--- src/rtl/alu_with_memory_if.sv ---
// Operation bus between the test program (master) and alu_with_memory (slave).
// Request fields are sampled on the clock edge; response fields are registered.
interface alu_with_memory_if #(
    parameter int DATA_W = 8,
    parameter int ADDR_W = 4
);
    logic              en;
    logic [3:0]        op;
    logic [ADDR_W-1:0] addr_a;
    logic [ADDR_W-1:0] addr_b;
    logic [ADDR_W-1:0] addr_d;
    logic [DATA_W-1:0] data_in;
    logic [DATA_W-1:0] result;
    logic              carry;
    logic              zero;
    logic              valid_out;

    modport master (
        output en, op, addr_a, addr_b, addr_d, data_in,
        input  result, carry, zero, valid_out
    );

    modport slave (
        input  en, op, addr_a, addr_b, addr_d, data_in,
        output result, carry, zero, valid_out
    );
endinterface

--- src/rtl/alu_with_memory.sv ---
// Single-cycle ALU over a small register memory: each accepted op reads up to two
// words, computes a result and optionally stores it back, all at one clock edge.
module alu_with_memory #(
    parameter int DATA_W = 8,
    parameter int ADDR_W = 4,
    parameter int DEPTH  = 16
) (
    input  logic                clk,
    input  logic                rst,
    alu_with_memory_if.slave    inf
);
    localparam logic [3:0] OP_NOP   = 4'h0;
    localparam logic [3:0] OP_WRITE = 4'h1;
    localparam logic [3:0] OP_READ  = 4'h2;
    localparam logic [3:0] OP_ADD   = 4'h3;
    localparam logic [3:0] OP_SUB   = 4'h4;
    localparam logic [3:0] OP_AND   = 4'h5;
    localparam logic [3:0] OP_OR    = 4'h6;
    localparam logic [3:0] OP_XOR   = 4'h7;
    localparam logic [3:0] OP_NOT   = 4'h8;
    localparam logic [3:0] OP_SHL   = 4'h9;
    localparam logic [3:0] OP_SHR   = 4'hA;
    localparam logic [3:0] OP_INC   = 4'hB;
    localparam logic [3:0] OP_DEC   = 4'hC;
    localparam logic [3:0] OP_CMP   = 4'hD;

    localparam logic [DATA_W:0] ONE_EXT = (DATA_W+1)'(1);

    logic [DEPTH-1:0][DATA_W-1:0] mem_q;
    logic [DATA_W-1:0]            result_q, result_d;
    logic                         carry_q, carry_d;
    logic                         zero_q, zero_d;
    logic                         valid_q;

    logic [DATA_W-1:0] opa, opb;
    logic [DATA_W:0]   ext;
    logic              upd;
    logic              wr_en;

    // Operands come from pre-edge contents, so a same-edge write is never forwarded.
    assign opa = mem_q[inf.addr_a];
    assign opb = mem_q[inf.addr_b];

    always_comb begin
        result_d = result_q;
        carry_d  = carry_q;
        zero_d   = zero_q;
        ext      = '0;
        upd      = 1'b1;
        wr_en    = 1'b1;
        unique case (inf.op)
            OP_WRITE: begin
                result_d = inf.data_in;
                carry_d  = 1'b0;
            end
            OP_READ: begin
                result_d = opa;
                carry_d  = 1'b0;
                wr_en    = 1'b0;
            end
            OP_ADD: begin
                ext      = {1'b0, opa} + {1'b0, opb};
                result_d = ext[DATA_W-1:0];
                carry_d  = ext[DATA_W];
            end
            OP_SUB, OP_CMP: begin
                // Borrow out of the extended subtraction equals (A < B).
                ext      = {1'b0, opa} - {1'b0, opb};
                result_d = ext[DATA_W-1:0];
                carry_d  = ext[DATA_W];
                wr_en    = (inf.op == OP_SUB);
            end
            OP_AND: begin
                result_d = opa & opb;
                carry_d  = 1'b0;
            end
            OP_OR: begin
                result_d = opa | opb;
                carry_d  = 1'b0;
            end
            OP_XOR: begin
                result_d = opa ^ opb;
                carry_d  = 1'b0;
            end
            OP_NOT: begin
                result_d = ~opa;
                carry_d  = 1'b0;
            end
            OP_SHL: begin
                result_d = {opa[DATA_W-2:0], 1'b0};
                carry_d  = opa[DATA_W-1];
            end
            OP_SHR: begin
                result_d = {1'b0, opa[DATA_W-1:1]};
                carry_d  = opa[0];
            end
            OP_INC: begin
                ext      = {1'b0, opa} + ONE_EXT;
                result_d = ext[DATA_W-1:0];
                carry_d  = ext[DATA_W];
            end
            OP_DEC: begin
                ext      = {1'b0, opa} - ONE_EXT;
                result_d = ext[DATA_W-1:0];
                carry_d  = ext[DATA_W];
            end
            default: begin
                upd   = 1'b0;
                wr_en = 1'b0;
            end
        endcase
        if (upd) zero_d = (result_d == '0);
    end

    always_ff @(posedge clk or negedge rst) begin
        if (!rst) begin
            mem_q    <= '0;
            result_q <= '0;
            carry_q  <= 1'b0;
            zero_q   <= 1'b0;
            valid_q  <= 1'b0;
        end else if (inf.en) begin
            valid_q  <= 1'b1;
            result_q <= result_d;
            carry_q  <= carry_d;
            zero_q   <= zero_d;
            if (wr_en) mem_q[inf.addr_d] <= result_d;
        end else begin
            valid_q  <= 1'b0;
        end
    end

    assign inf.result    = result_q;
    assign inf.carry     = carry_q;
    assign inf.zero      = zero_q;
    assign inf.valid_out = valid_q;
endmodule

--- src/flat_wrapper.sv ---
// flat-port wrapper written by rule: the top's interface ports become plain ports
module alu_with_memory_flat 
#(
    parameter int DATA_W = 8,
    parameter int ADDR_W = 4,
    parameter int DEPTH  = 16
)
  (clk, rst, inf_en, inf_op, inf_addr_a, inf_addr_b, inf_addr_d, inf_data_in, inf_result, inf_carry, inf_zero, inf_valid_out);
  alu_with_memory_if #(.DATA_W(DATA_W), .ADDR_W(ADDR_W)) inf_i ();
  input  logic clk;
  input  logic rst;
  input wire logic [$bits(inf_i.en)-1:0] inf_en;
  input wire logic [$bits(inf_i.op)-1:0] inf_op;
  input wire logic [$bits(inf_i.addr_a)-1:0] inf_addr_a;
  input wire logic [$bits(inf_i.addr_b)-1:0] inf_addr_b;
  input wire logic [$bits(inf_i.addr_d)-1:0] inf_addr_d;
  input wire logic [$bits(inf_i.data_in)-1:0] inf_data_in;
  output wire logic [$bits(inf_i.result)-1:0] inf_result;
  output wire logic [$bits(inf_i.carry)-1:0] inf_carry;
  output wire logic [$bits(inf_i.zero)-1:0] inf_zero;
  output wire logic [$bits(inf_i.valid_out)-1:0] inf_valid_out;
  assign inf_i.en = inf_en;
  assign inf_i.op = inf_op;
  assign inf_i.addr_a = inf_addr_a;
  assign inf_i.addr_b = inf_addr_b;
  assign inf_i.addr_d = inf_addr_d;
  assign inf_i.data_in = inf_data_in;
  assign inf_result = inf_i.result;
  assign inf_carry = inf_i.carry;
  assign inf_zero = inf_i.zero;
  assign inf_valid_out = inf_i.valid_out;
  alu_with_memory #(.DATA_W(DATA_W), .ADDR_W(ADDR_W), .DEPTH(DEPTH)) u_core (.clk(clk), .rst(rst), .inf(inf_i));
endmodule
--- config.mk ---
export PLATFORM = sky130hd
export DESIGN_NAME = alu_with_memory_flat
export DESIGN_NICKNAME = d
export VERILOG_FILES = /design/src/rtl/alu_with_memory_if.sv /design/src/rtl/alu_with_memory.sv /design/src/flat_wrapper.sv
export SDC_FILE = /design/constraint.sdc
export NUM_CORES = 1
export LEC_CHECK = 0
export BUFFER_PORTS_ARGS = -buffer_cell sky130_fd_sc_hd__buf_2
export CORE_MARGIN = 2
export CORE_UTILIZATION = 63
export CTS_CLUSTER_SIZE = 14
export DETAILED_ROUTE_END_ITERATION = 8
export PLACE_DENSITY = 0.8
export SETUP_SLACK_MARGIN = 0.05
export SYNTH_ARGS = -nofsm -noshare
export SYNTH_HDL_FRONTEND = slang
export SYNTH_SLANG_ARGS = --single-unit
export TNS_END_PERCENT = 10
--- constraint.sdc ---
create_clock -name clk -period 5.3 [get_ports clk]
set_input_delay 1.06 -clock clk [delete_from_list [all_inputs] [get_ports clk]]
set_output_delay 1.06 -clock clk [all_outputs]
set_load 0.05 [all_outputs]
==> flow_metrics.py, run 1 <==
metrics = {
    "timing": {
        "max_freq_ghz": 0.199,
        "maxSlewHeadroom_pct": 14.8,
        "rsz0062_at_grt": "false",
        "fin_skew_ps": 20.6,
        "worstMarginPinSlew_ps": 1270,
        "min_period_ps": 5020,
        "fin_ws_ps": 284,
        "hold_viol": 0,
        "report.final.setup_viol": 0,
        "finalCritPeriodShare_pct": 94.6,
        "slew_viol_final": 0,
        "worst_hold_slack_ps": 480,
    },
    "yosys": {
        "synth.ff_latch_count": 139,
        "synth.area.top_cells": "dfrtp_1 36%, mux2_2 16%, mux4_2 15%",
        "synth_area_leader_cell": "dfrtp_1",
        "yosysSeqAreaShare_pct": 36.5,
        "synth_edf_count": 0,
        "yosysWarnings": 0,
        "synth_fp_nets": 864,
        "syn_area_um2": 9530,
        "synthFlopType": "dfrtp_1",
        "async_flop_share_pct": 100,
        "synth_top_cell_area_share_pct": 36.5,
        "synth_cells": 808,
        "ys_types": 70,
        "syn_avg_cell_area_um2": 11.8,
    },
    "layout": {
        "multiInputGateArea_um2": 5650,
        "fillers": 974,
        "fin_cells": 1055,
        "fin_area_um2": 10700,
        "finalNetCount": 914,
        "syn_to_final_growth_pct": 12.0,
        "n_antenna_cell": 0,
        "ff_latch_area_um2": 3480,
        "drive_gt1_share_pct": 38.3,
    },
    "route": {
        "num_vias": 7652,
        "drc": 0,
        "ant_nets": 0,
        "wl_per_cell_um": 28.1,
        "first_pass_iters": 5,
        "via_per_inst": 7.25,
        "dr.first_iter.drc_count": 1037,
        "drt_wl_total_um": 29700,
    },
    "status": {
        "outcome": "finished clean",
    },
    "worst_setup_path": {
        "critPathCaptureType": "register",
        "crit_path_start_kind": "primary input",
        "cp.required_ps": 5600,
        "path_class": "primary input to register",
        "critPathArrivalTime_ps": 5310,
        "worst-path-max-fanout": 17,
    },
    "clock_tree": {
        "cts_hold_buf": 0,
        "cts_tree": "built",
        "clock-root-buffer": "clkbuf_16",
        "insertion_delay_ps": 430,
        "post_cts_buffers": 0,
        "path_clk_slew_ps": 70,
        "cts_sinks": 139,
        "clockBufferDepth": 2,
        "numCtsBuffers": 17,
        "cts-htree-levels": 4,
    },
    "power_and_ir_drop": {
        "power.density_nw_per_um2": 564,
        "p_sw_mw": 2.39,
        "p_total_mw": 6.02,
        "internal_power_mw": 3.63,
        "pwr-share-clk_pct": 20.9,
        "ir_drop_v": 0.000340,
        "power_leakage_nw": 4.62,
        "combPwrFrac_pct": 46.9,
        "pwr-share-seq_pct": 32.2,
        "switching_share_pct": 39.7,
    },
    "global_route": {
        "overflow": 0,
        "grt_max_degree": 94,
        "grt_pass1_vias": 7745,
        "antenna_found_initial": 0,
        "grt_pass1_wl_um": 46200,
        "grt_usage_pct": 38.6,
    },
    "job": {
        "maxCapViolations": 0,
    },
    "placement": {
        "io_buffers": 37,
        "gp_congestion": 1.01,
        "dp_hpwl_um": 20500,
        "post_dp_cell_area_um2": 10100,
        "placedCellCount": 1023,
        "place_ws_ps": -160,
    },
    "floorplanning": {
        "core_um2": 14600,
        "die_h_um": 127,
        "num_rows": 44,
        "die_width_um": 127,
        "initial_utilization_pct": 65.1,
        "die_area_um2": 16100,
        "ios": 38,
    },
    "hold_path": {
        "hold_path_class": "register to register",
    },
}
==> cells in the final DEF (no fill, tap or decap), drive strengths merged, types with 5 or more instances in the layout <==
master  netlist  layout
ha           27      27
nand2b        6       6
mux2i        25      25
nand2        42      42
xnor2        11      11
nor2b         7       7
o31ai         5       5
clkbuf       23      18
o21ai        24      24
nand3        19      19
and2          6       6
buf          31      85
a21oi        35      35
mux4         69      69
inv          33      39
or2           7       7
a31oi        11      11
a221oi       10      10
a22oi         8       8
dfrtp       139     139
nor2         55      55
nor3         14      14
mux2        135     135
o221ai        7       7
==> final cells by class <==
cell class                 count  share of cell area [%]
clock buffer                  18                    4.02
timing repair buffer          85                    5.40
sequential                   139                    32.6
multi-input combinational    582                    53.0
tap                          184                    2.16
inverter                      33                    1.16
clock inverter                14                    1.72
==> path summary, 6_finish.rpt <==
check / endpoint / depth (start not counted) / slack, ps / start
hold / removal: u_core.inf.carry / 2 / 480 / u_core.inf.carry
hold reg to reg: u_core.inf.carry / 2 / 480 / u_core.inf.carry
min in group asynchronous: u_core.inf.result[1] / 1 / 670 / rst
max in group asynchronous: u_core.mem_q[104] / 2 / 3480 / rst
setup / recovery: u_core.mem_q[7] / 17 / 280 / inf_addr_b[0]
setup reg to reg: u_core.mem_q[38] / 17 / 800 / u_core.mem_q[0]
==> power by group through the flow <==
stage | registers [mW] | clock network (mW) | logic (mW)
floorplan | 1.85 | 0 | 1.92
global placement | 1.85 | 0 | 2.64
detailed placement | 1.91 | 0 | 2.74
CTS | 1.91 | 1.26 | 2.78
global route | 1.98 | 1.31 | 3.02
finish | 1.94 | 1.26 | 2.83
==> cell families after synthesis <==
| family | count (synthesis) | share of synthesized area, % |
|---|---|---|
| simple gates | 177 | 9.07 |
| mux | 229 | 35.4 |
| xor+xnor | 12 | 1.10 |
| flops | 139 | 36.5 |
| buf+inv | 87 | 4.25 |
| fa+ha+maj | 29 | 3.96 |
| compound gates | 135 | 9.77 |
==> cell usage after synthesis, drive strengths merged (5+ instances only) <==
cell / instances
ha: 27
mux2: 135
mux4: 69
a221oi: 10
a22oi: 8
o31ai: 5
nand3: 19
inv: 33
a21oi: 35
a31oi: 11
buf: 31
nand2: 42
clkbuf: 23
nand2b: 6
xnor2: 11
nor3: 14
o221ai: 7
o21ai: 24
dfrtp: 139
nor2b: 7
nor2: 55
and2: 6
mux2i: 25
or2: 7
==> metal layers <==
metal	GRT usage [%]	wire (um)	part of all wire (%)
met1	47.1	10700	36
met2	61.9	14200	48
met3	9.00	2480	8.4
met4	25.9	2230	7.5
met5	0	0	0
==> registers in the layout (all words and copies together) (netlist names) <==
signal,count
u_core.inf.result,8
u_core.mem_q,128
u_core.inf.valid_out,1
u_core.inf.carry,1
u_core.inf.zero,1
==> critical path, cell delays in order <==
cell and delay [ps]:
buf_2 200, buf_4 350, mux4_2 560, mux4_2 550, inv_1 110, ha_1 290, inv_1 130, a21oi_1 110
o31ai_1 390, a21oi_1 180, o21bai_1 220, o22ai_1 100, o21ai_0 300, buf_4 180, a31oi_2 100, buf_12 180
mux2_2 280
==> stage by stage <==
| stage | util, % | TNS, ps |
|---|---|---|
| 2_1_floorplan | - | 0 |
| 3_3_place_gp | 68.7 | -1410 |
| 3_5_place_dp | 68.7 | -3500 |
| 4_1_cts | 72.9 | 0 |
| 5_1_grt | 72.9 | 0 |
| 6_report | 72.9 | 0 |
==> timing repair <==
action	in CTS	in global routing
endpoints found under the setup margin	0	16
endpoints found under the hold margin	0	0
gates resized for setup	0	1
Power figures use the tool's default switching activity.
==> run 2: changes to the inputs <==
--- a/config.mk
+++ b/config.mk
@@ -5,6 +5,7 @@
 export SDC_FILE = /design/constraint.sdc
 export NUM_CORES = 1
 export LEC_CHECK = 0
+export ABC_AREA = 1
 export BUFFER_PORTS_ARGS = -buffer_cell sky130_fd_sc_hd__buf_2
 export CORE_MARGIN = 2
 export CORE_UTILIZATION = 63
@@ -12,6 +13,7 @@
 export DETAILED_ROUTE_END_ITERATION = 8
 export PLACE_DENSITY = 0.8
 export SETUP_SLACK_MARGIN = 0.05
+export SKIP_CTS_REPAIR_TIMING = 1
 export SYNTH_ARGS = -nofsm -noshare
 export SYNTH_HDL_FRONTEND = slang
 export SYNTH_SLANG_ARGS = --single-unit
==> run 2 against run 1 <==
Against the previous run: final cell count increased by 56%; fmax grew 9.8%; die area is 2.3% higher; synthesized area grew 2.4%; wire length grew 4.4%; combinational power is 51% lower; first-iteration DRC count grew 41%; clock power barely moved; clock skew fell by 8.5 ps; largest power group is now sequential cells; highest routed layer unchanged.
==> flow_metrics.py, run 2 <==
metrics = {
    "floorplanning": {
        "die_width_um": 128,
        "num_rows": 45,
        "core_um2": 15100,
        "die_h_um": 128,
        "ios": 38,
        "die_area_um2": 16500,
        "initial_utilization_pct": 64.5,
    },
    "status": {
        "outcome": "finished clean",
    },
    "power_and_ir_drop": {
        "ir_drop_v": 0.000281,
        "power.density_nw_per_um2": 397,
        "power_leakage_nw": 5.21,
    },
    "worst_setup_path": {
        "cp.required_ps": 5580,
        "path_cells": "buf_2 -> inv_2 -> nand2_1 -> nand3_1 -> nand3_1 -> nand3_1 -> nand2_2 -> inv_2 -> ha_1 -> inv_1 -> fa_1 -> nand3_1 -> nand3_1 -> o21ai_0 -> o21ai_0 -> nor3_1 -> nand3_1 -> nand2_2 -> buf_4 -> o21ai_0",
        "reg2reg_depth": 18,
        "cpMostUsedCell": "nand3_1",
        "critPathCaptureType": "register",
        "crit_buf_inv": 5,
        "crit_path_start_kind": "primary input",
        "critPathArrivalTime_ps": 4840,
        "worst-path-max-fanout": 29,
        "reg2reg_from": "u_core.mem_q[96]",
        "worstReg2RegEnd": "u_core.mem_q[38]",
        "cp_slowest_stage_delay_ps": 460,
        "rrSetupSlack_ps": 1510,
        "path_delay_family": "simple AND/OR/NAND/NOR gates",
        "path_class": "primary input to register",
        "cpMaxStageDelayCell": "inv_2",
    },
    "layout": {
        "fin_cells": 1650,
        "largest_reg_flops": 128,
        "finalNetCount": 1505,
        "fin_util_pct": 70.1,
        "fillers": 1298,
        "drive_gt1_share_pct": 10.1,
        "layout_commonest_cell": "nand2_1",
        "syn_to_final_growth_pct": 8.81,
        "n_antenna_cell": 0,
        "final_cell_mix": "414 x nand2_1, 160 x inv_1, 157 x o21ai_0",
        "regMostFlops": "u_core.mem_q",
    },
    "clock_tree": {
        "clock-root-buffer": "clkbuf_16",
        "cts_tree": "built",
        "path_clk_slew_ps": 70,
        "clockBufferDepth": 2,
        "insertion_delay_ps": 430,
        "cts-htree-levels": 4,
        "cts_sinks": 139,
        "numCtsBuffers": 17,
    },
    "global_route": {
        "antenna_found_initial": 0,
        "grt_usage_pct": 39.2,
        "grt_pass1_vias": 9204,
        "overflow": 0,
        "grt_max_degree": 103,
        "grt_pass1_wl_um": 50100,
    },
    "yosys": {
        "syn_avg_cell_area_um2": 6.73,
        "synth_area_leader_cell": "dfrtp_1",
        "yosysSeqAreaShare_pct": 35.6,
        "yosysWarnings": 0,
        "synth_fp_nets": 1507,
        "async_flop_share_pct": 100,
        "synthFlopType": "dfrtp_1",
        "syn_area_um2": 9760,
        "synth_top_cell_area_share_pct": 35.6,
        "synth.area.top_cells": "dfrtp_1 36%, nand2_1 16%, o21ai_0 8.1%",
        "synth.ff_latch_count": 139,
        "synth.most_common_cell": "nand2_1",
        "synth_cells": 1451,
        "synth_common_cells": "414 x nand2_1, 160 x inv_1, 158 x o21ai_0",
        "ys_types": 42,
        "synth_edf_count": 0,
    },
    "timing": {
        "maxSlewHeadroom_pct": 8.32,
        "rsz0062_at_grt": "false",
        "hold_viol": 0,
        "finalCritPeriodShare_pct": 86.2,
        "worstMarginPinSlew_ps": 1360,
        "max_freq_ghz": 0.219,
        "worst_hold_slack_ps": 484,
        "setup_tns_ps": 0,
        "slew_viol_final": 0,
        "fin_ws_ps": 731,
        "fin_skew_ps": 12.1,
        "min_period_ps": 4570,
        "report.final.setup_viol": 0,
    },
    "hold_path": {
        "hold_start": "u_core.mem_q[111]",
        "hold_path_class": "register to register",
        "holdPathEnd": "u_core.mem_q[111]",
        "hold_path_depth": 2,
    },
    "route": {
        "via_per_inst": 6.10,
        "first_pass_iters": 6,
        "num_vias": 10100,
        "ant_nets": 0,
        "drt_wl_total_um": 31000,
        "drc": 0,
        "dr.first_iter.drc_count": 1464,
        "wl_per_cell_um": 18.8,
    },
    "placement": {
        "io_buffers": 37,
        "place_ws_ps": 520,
        "dp_hpwl_um": 21300,
        "gp_congestion": 1.11,
        "placedCellCount": 1618,
    },
    "job": {
        "maxCapViolations": 0,
    },
}
## run 2: changes by cell type after synthesis, moves of 40 or more
cell / delta
nand3_1: +103
mux2_2: -132
inv_1: +130
o21ai_0: +136
mux4_2: -63
a21oi_1: +40
o21ai_1: +47
nand2_1: +372
## run 2: cells by family after synthesis
kind of cell	after synthesis	share of synthesized area (%)
adder cells (fa/ha/maj)	29	3.87
buffers and inverters	251	10.6
AO/OA/AOI/OAI	346	19.6
XOR/XNOR	2	0.179
flip-flops	139	35.6
AND/OR/NAND/NOR	684	30.1
## run 2: area by class of cell
cell class              count  area, um2  share of cell area (%)
repair buffers             59        397                    3.73
inverters                 171        642                    6.04
multi-input cells        1061       5250                    49.4
flip-flops and latches    139       3480                    32.7
clock buffers              18        439                    4.13
clock inverters            14        179                    1.68
well taps                 188        235                    2.21
## run 2: routing by layer
metal / global-route usage [%] / vias up / wire length (um)
li1: - / 4739 / -
met1: 55.3 / 4633 / 13000
met2: 58.7 / 608 / 13500
met3: 9.23 / 91 / 3230
met4: 15.6 / 0 / 1200
met5: 0 / - / 0
## run 2: through the flow
| stage | total power, mW | instance area [um2] |
|---|---|---|
| final | 4.21 | 10600 |
| after global routing | 4.46 | 10600 |
| after CTS | 4.17 | 10600 |
| after detailed placement | 2.91 | 10000 |
| after global placement | 2.88 | 10000 |
| after floorplan | 2.51 | 9760 |
## run 2: how the worst max path moves through the flow
stage,from,end,slack [ps],cells after the start
2_1_floorplan,inf_addr_b[0],u_core.inf.zero,1180,24
3_3_place_gp,inf_addr_a[0],u_core.mem_q[38],460,20
3_5_place_dp,inf_addr_a[0],u_core.mem_q[38],520,20
4_1_cts,inf_addr_a[0],u_core.mem_q[38],940,20
5_1_grt,inf_addr_b[1],u_core.mem_q[38],580,18
6_report,inf_addr_a[0],u_core.mem_q[38],730,20
## run 2: power breakdown
group	internal, mW	switching, mW
registers	1.36	0.218
logic	0.443	0.941
clock network	0.727	0.528
total	2.53	1.69
## run 2: worst reg2reg max path: stages (launching register included)
cell,delay [ps]
dfrtp_1,400
or2_0,200
nand3_1,80
nand3_1,80
nand3_1,200
nand2_2,190
inv_2,250
ha_1,190
inv_1,50
fa_1,430
nand3_1,110
nand3_1,200
o21ai_0,190
o21ai_0,170
nor3_1,220
nand3_1,120
nand2_2,210
buf_4,240
o21ai_0,110
==> run 3: changes to the inputs <==
--- a/config.mk
+++ b/config.mk
@@ -7,7 +7,7 @@
 export LEC_CHECK = 0
 export ABC_AREA = 1
 export BUFFER_PORTS_ARGS = -buffer_cell sky130_fd_sc_hd__buf_2
-export CORE_MARGIN = 2
+export CORE_MARGIN = 10
 export CORE_UTILIZATION = 63
 export CTS_CLUSTER_SIZE = 14
 export DETAILED_ROUTE_END_ITERATION = 8
==> run 3 against run 2 <==
Against the previous run: core utilization down 0.23 points; wire length is 4.9% higher; sequential power hardly changed; clock skew is 0.54 ps higher; largest power group unchanged; clock power increased by 6%; combinational power is essentially flat; global-route usage fell by 7.4 points.
==> flow_metrics.py, run 3 (same netlist as run 2, synthesis figures left out) <==
metrics = {
    "status": {
        "outcome": "finished clean",
    },
    "timing": {
        "slew_viol_final": 0,
        "worst_hold_slack_ps": 482,
        "setup_tns_ps": 0,
        "fin_ws_ps": 720,
        "report.final.setup_viol": 0,
        "min_period_ps": 4580,
        "hold_viol": 0,
        "max_freq_ghz": 0.218,
        "fin_skew_ps": 12.6,
        "rsz0062_at_grt": "false",
        "maxSlewHeadroom_pct": 15.5,
        "worstMarginPinSlew_ps": 1250,
        "finalCritPeriodShare_pct": 86.4,
    },
    "placement": {
        "post_dp_cell_area_um2": 9980,
        "placedCellCount": 1615,
        "gp_congestion": 1.03,
        "place_ws_ps": 497,
        "io_buffers": 37,
        "dp_hpwl_um": 22900,
    },
    "route": {
        "ant_nets": 0,
        "drt_wl_total_um": 32500,
        "num_vias": 10200,
        "via_per_inst": 6.20,
        "first_pass_iters": 8,
        "dr.first_iter.drc_count": 1455,
        "wl_per_cell_um": 19.7,
        "drc": 0,
    },
    "floorplanning": {
        "die_area_um2": 20900,
        "core_um2": 15200,
        "die_width_um": 144,
        "initial_utilization_pct": 64.2,
        "num_rows": 45,
        "ios": 38,
        "die_h_um": 144,
    },
    "global_route": {
        "grt_pass1_vias": 9490,
        "overflow": 0,
        "grt_usage_pct": 31.8,
        "grt_max_degree": 111,
        "grt_pass1_wl_um": 51600,
        "antenna_found_initial": 0,
    },
    "worst_setup_path": {
        "path_cells": "buf_4 -> buf_12 -> o21ai_0 -> a21oi_1 -> o221ai_1 -> nand2_1 -> inv_1 -> ha_1 -> inv_1 -> a21oi_1 -> nand3_1 -> nand2_1 -> inv_1 -> o21ai_0 -> nand2_1 -> o21ai_0 -> nand4_2 -> nand2_4 -> o21ai_0",
        "crit_buf_inv": 5,
        "critPathArrivalTime_ps": 4860,
        "reg2reg_from": "u_core.mem_q[75]",
        "rrSetupSlack_ps": 1620,
        "reg2reg_depth": 20,
        "path_class": "primary input to register",
        "crit_path_start_kind": "primary input",
        "cp.required_ps": 5580,
        "critPathCaptureType": "register",
        "cpMostUsedCell": "o21ai_0",
        "path_delay_family": "compound AO/OA/AOI/OAI gates",
        "cp_slowest_stage_delay_ps": 450,
        "worst-path-max-fanout": 53,
        "worstReg2RegEnd": "u_core.inf.zero",
        "cpMaxStageDelayCell": "ha_1",
    },
    "hold_path": {
        "hold_start": "u_core.inf.carry",
        "holdPathEnd": "u_core.inf.carry",
        "hold_path_depth": 2,
        "hold_path_class": "register to register",
    },
    "layout": {
        "syn_to_final_growth_pct": 8.86,
        "fin_cells": 1646,
        "regMostFlops": "u_core.mem_q",
        "fin_util_pct": 69.9,
        "n_antenna_cell": 0,
        "fillers": 1364,
        "finalNetCount": 1502,
        "final_cell_mix": "414 x nand2_1, 160 x inv_1, 158 x o21ai_0",
        "drive_gt1_share_pct": 9.88,
        "fin_area_um2": 10600,
        "layout_commonest_cell": "nand2_1",
        "largest_reg_flops": 128,
    },
    "clock_tree": {
        "numCtsBuffers": 17,
        "insertion_delay_ps": 430,
        "cts-htree-levels": 4,
        "clock-root-buffer": "clkbuf_16",
        "path_clk_slew_ps": 70,
        "clockBufferDepth": 2,
        "cts_tree": "built",
        "cts_sinks": 139,
    },
    "power_and_ir_drop": {
        "p_total_mw": 4.31,
        "power_leakage_nw": 5.21,
        "power.density_nw_per_um2": 405,
        "ir_drop_v": 0.000315,
    },
    "job": {
        "maxCapViolations": 0,
    },
}
run 3: changes by cell type in the layout (fill, tap and decap cells not counted), sizes merged:
cell,before,now
buf,59,56
bufinv,2,4
clkinv,3,2
clkinvlp,3,2
inv,177,176
run 3: cell type report:
class	instances	area (um2)	area share (%)
Clock buffer	18	439	4.13
Clock inverter	13	206	1.94
Inverter	171	642	6.04
Multi-Input combinational cell	1061	5250	49.4
Sequential cell	139	3480	32.7
Tap cell	188	235	2.21
Timing Repair Buffer	56	374	3.52
run 3: worst min-delay path: cells and delay by family (launching register included):
kind,cells,cell delay [ps]
flops,1,340
simple gates,2,110
run 3: how the worst max path moves through the flow:
stage | startpoint | endpoint | slack [ps] | cells past startpoint
6_report | inf_addr_b[0] | u_core.mem_q[23] | 720 | 19
5_1_grt | inf_addr_a[0] | u_core.mem_q[23] | 530 | 20
4_1_cts | inf_addr_a[1] | u_core.inf.zero | 910 | 22
3_5_place_dp | inf_addr_a[1] | u_core.inf.zero | 500 | 22
3_3_place_gp | inf_addr_b[0] | u_core.mem_q[7] | 490 | 19
2_1_floorplan | inf_addr_b[0] | u_core.inf.zero | 1180 | 24
run 3: metal layers:
| metal | GRT usage [%] | vias to the layer above | wire length [um] |
|---|---|---|---|
| li1 | - | 4727 | - |
| met3 | 6.89 | 114 | 3480 |
| met5 | 0 | - | 0 |
| met4 | 16.0 | 0 | 1640 |
| met1 | 42.3 | 4737 | 12900 |
| met2 | 47.9 | 635 | 14500 |
run 3: where the power goes:
part	total, mW	internal (mW)	switching [mW]	leakage [nW]
sequential	1.57	1.36	0.217	1.79
combinational	1.40	0.441	0.962	3.11
clock	1.33	0.814	0.517	0.311
total	4.31	2.61	1.70	5.21
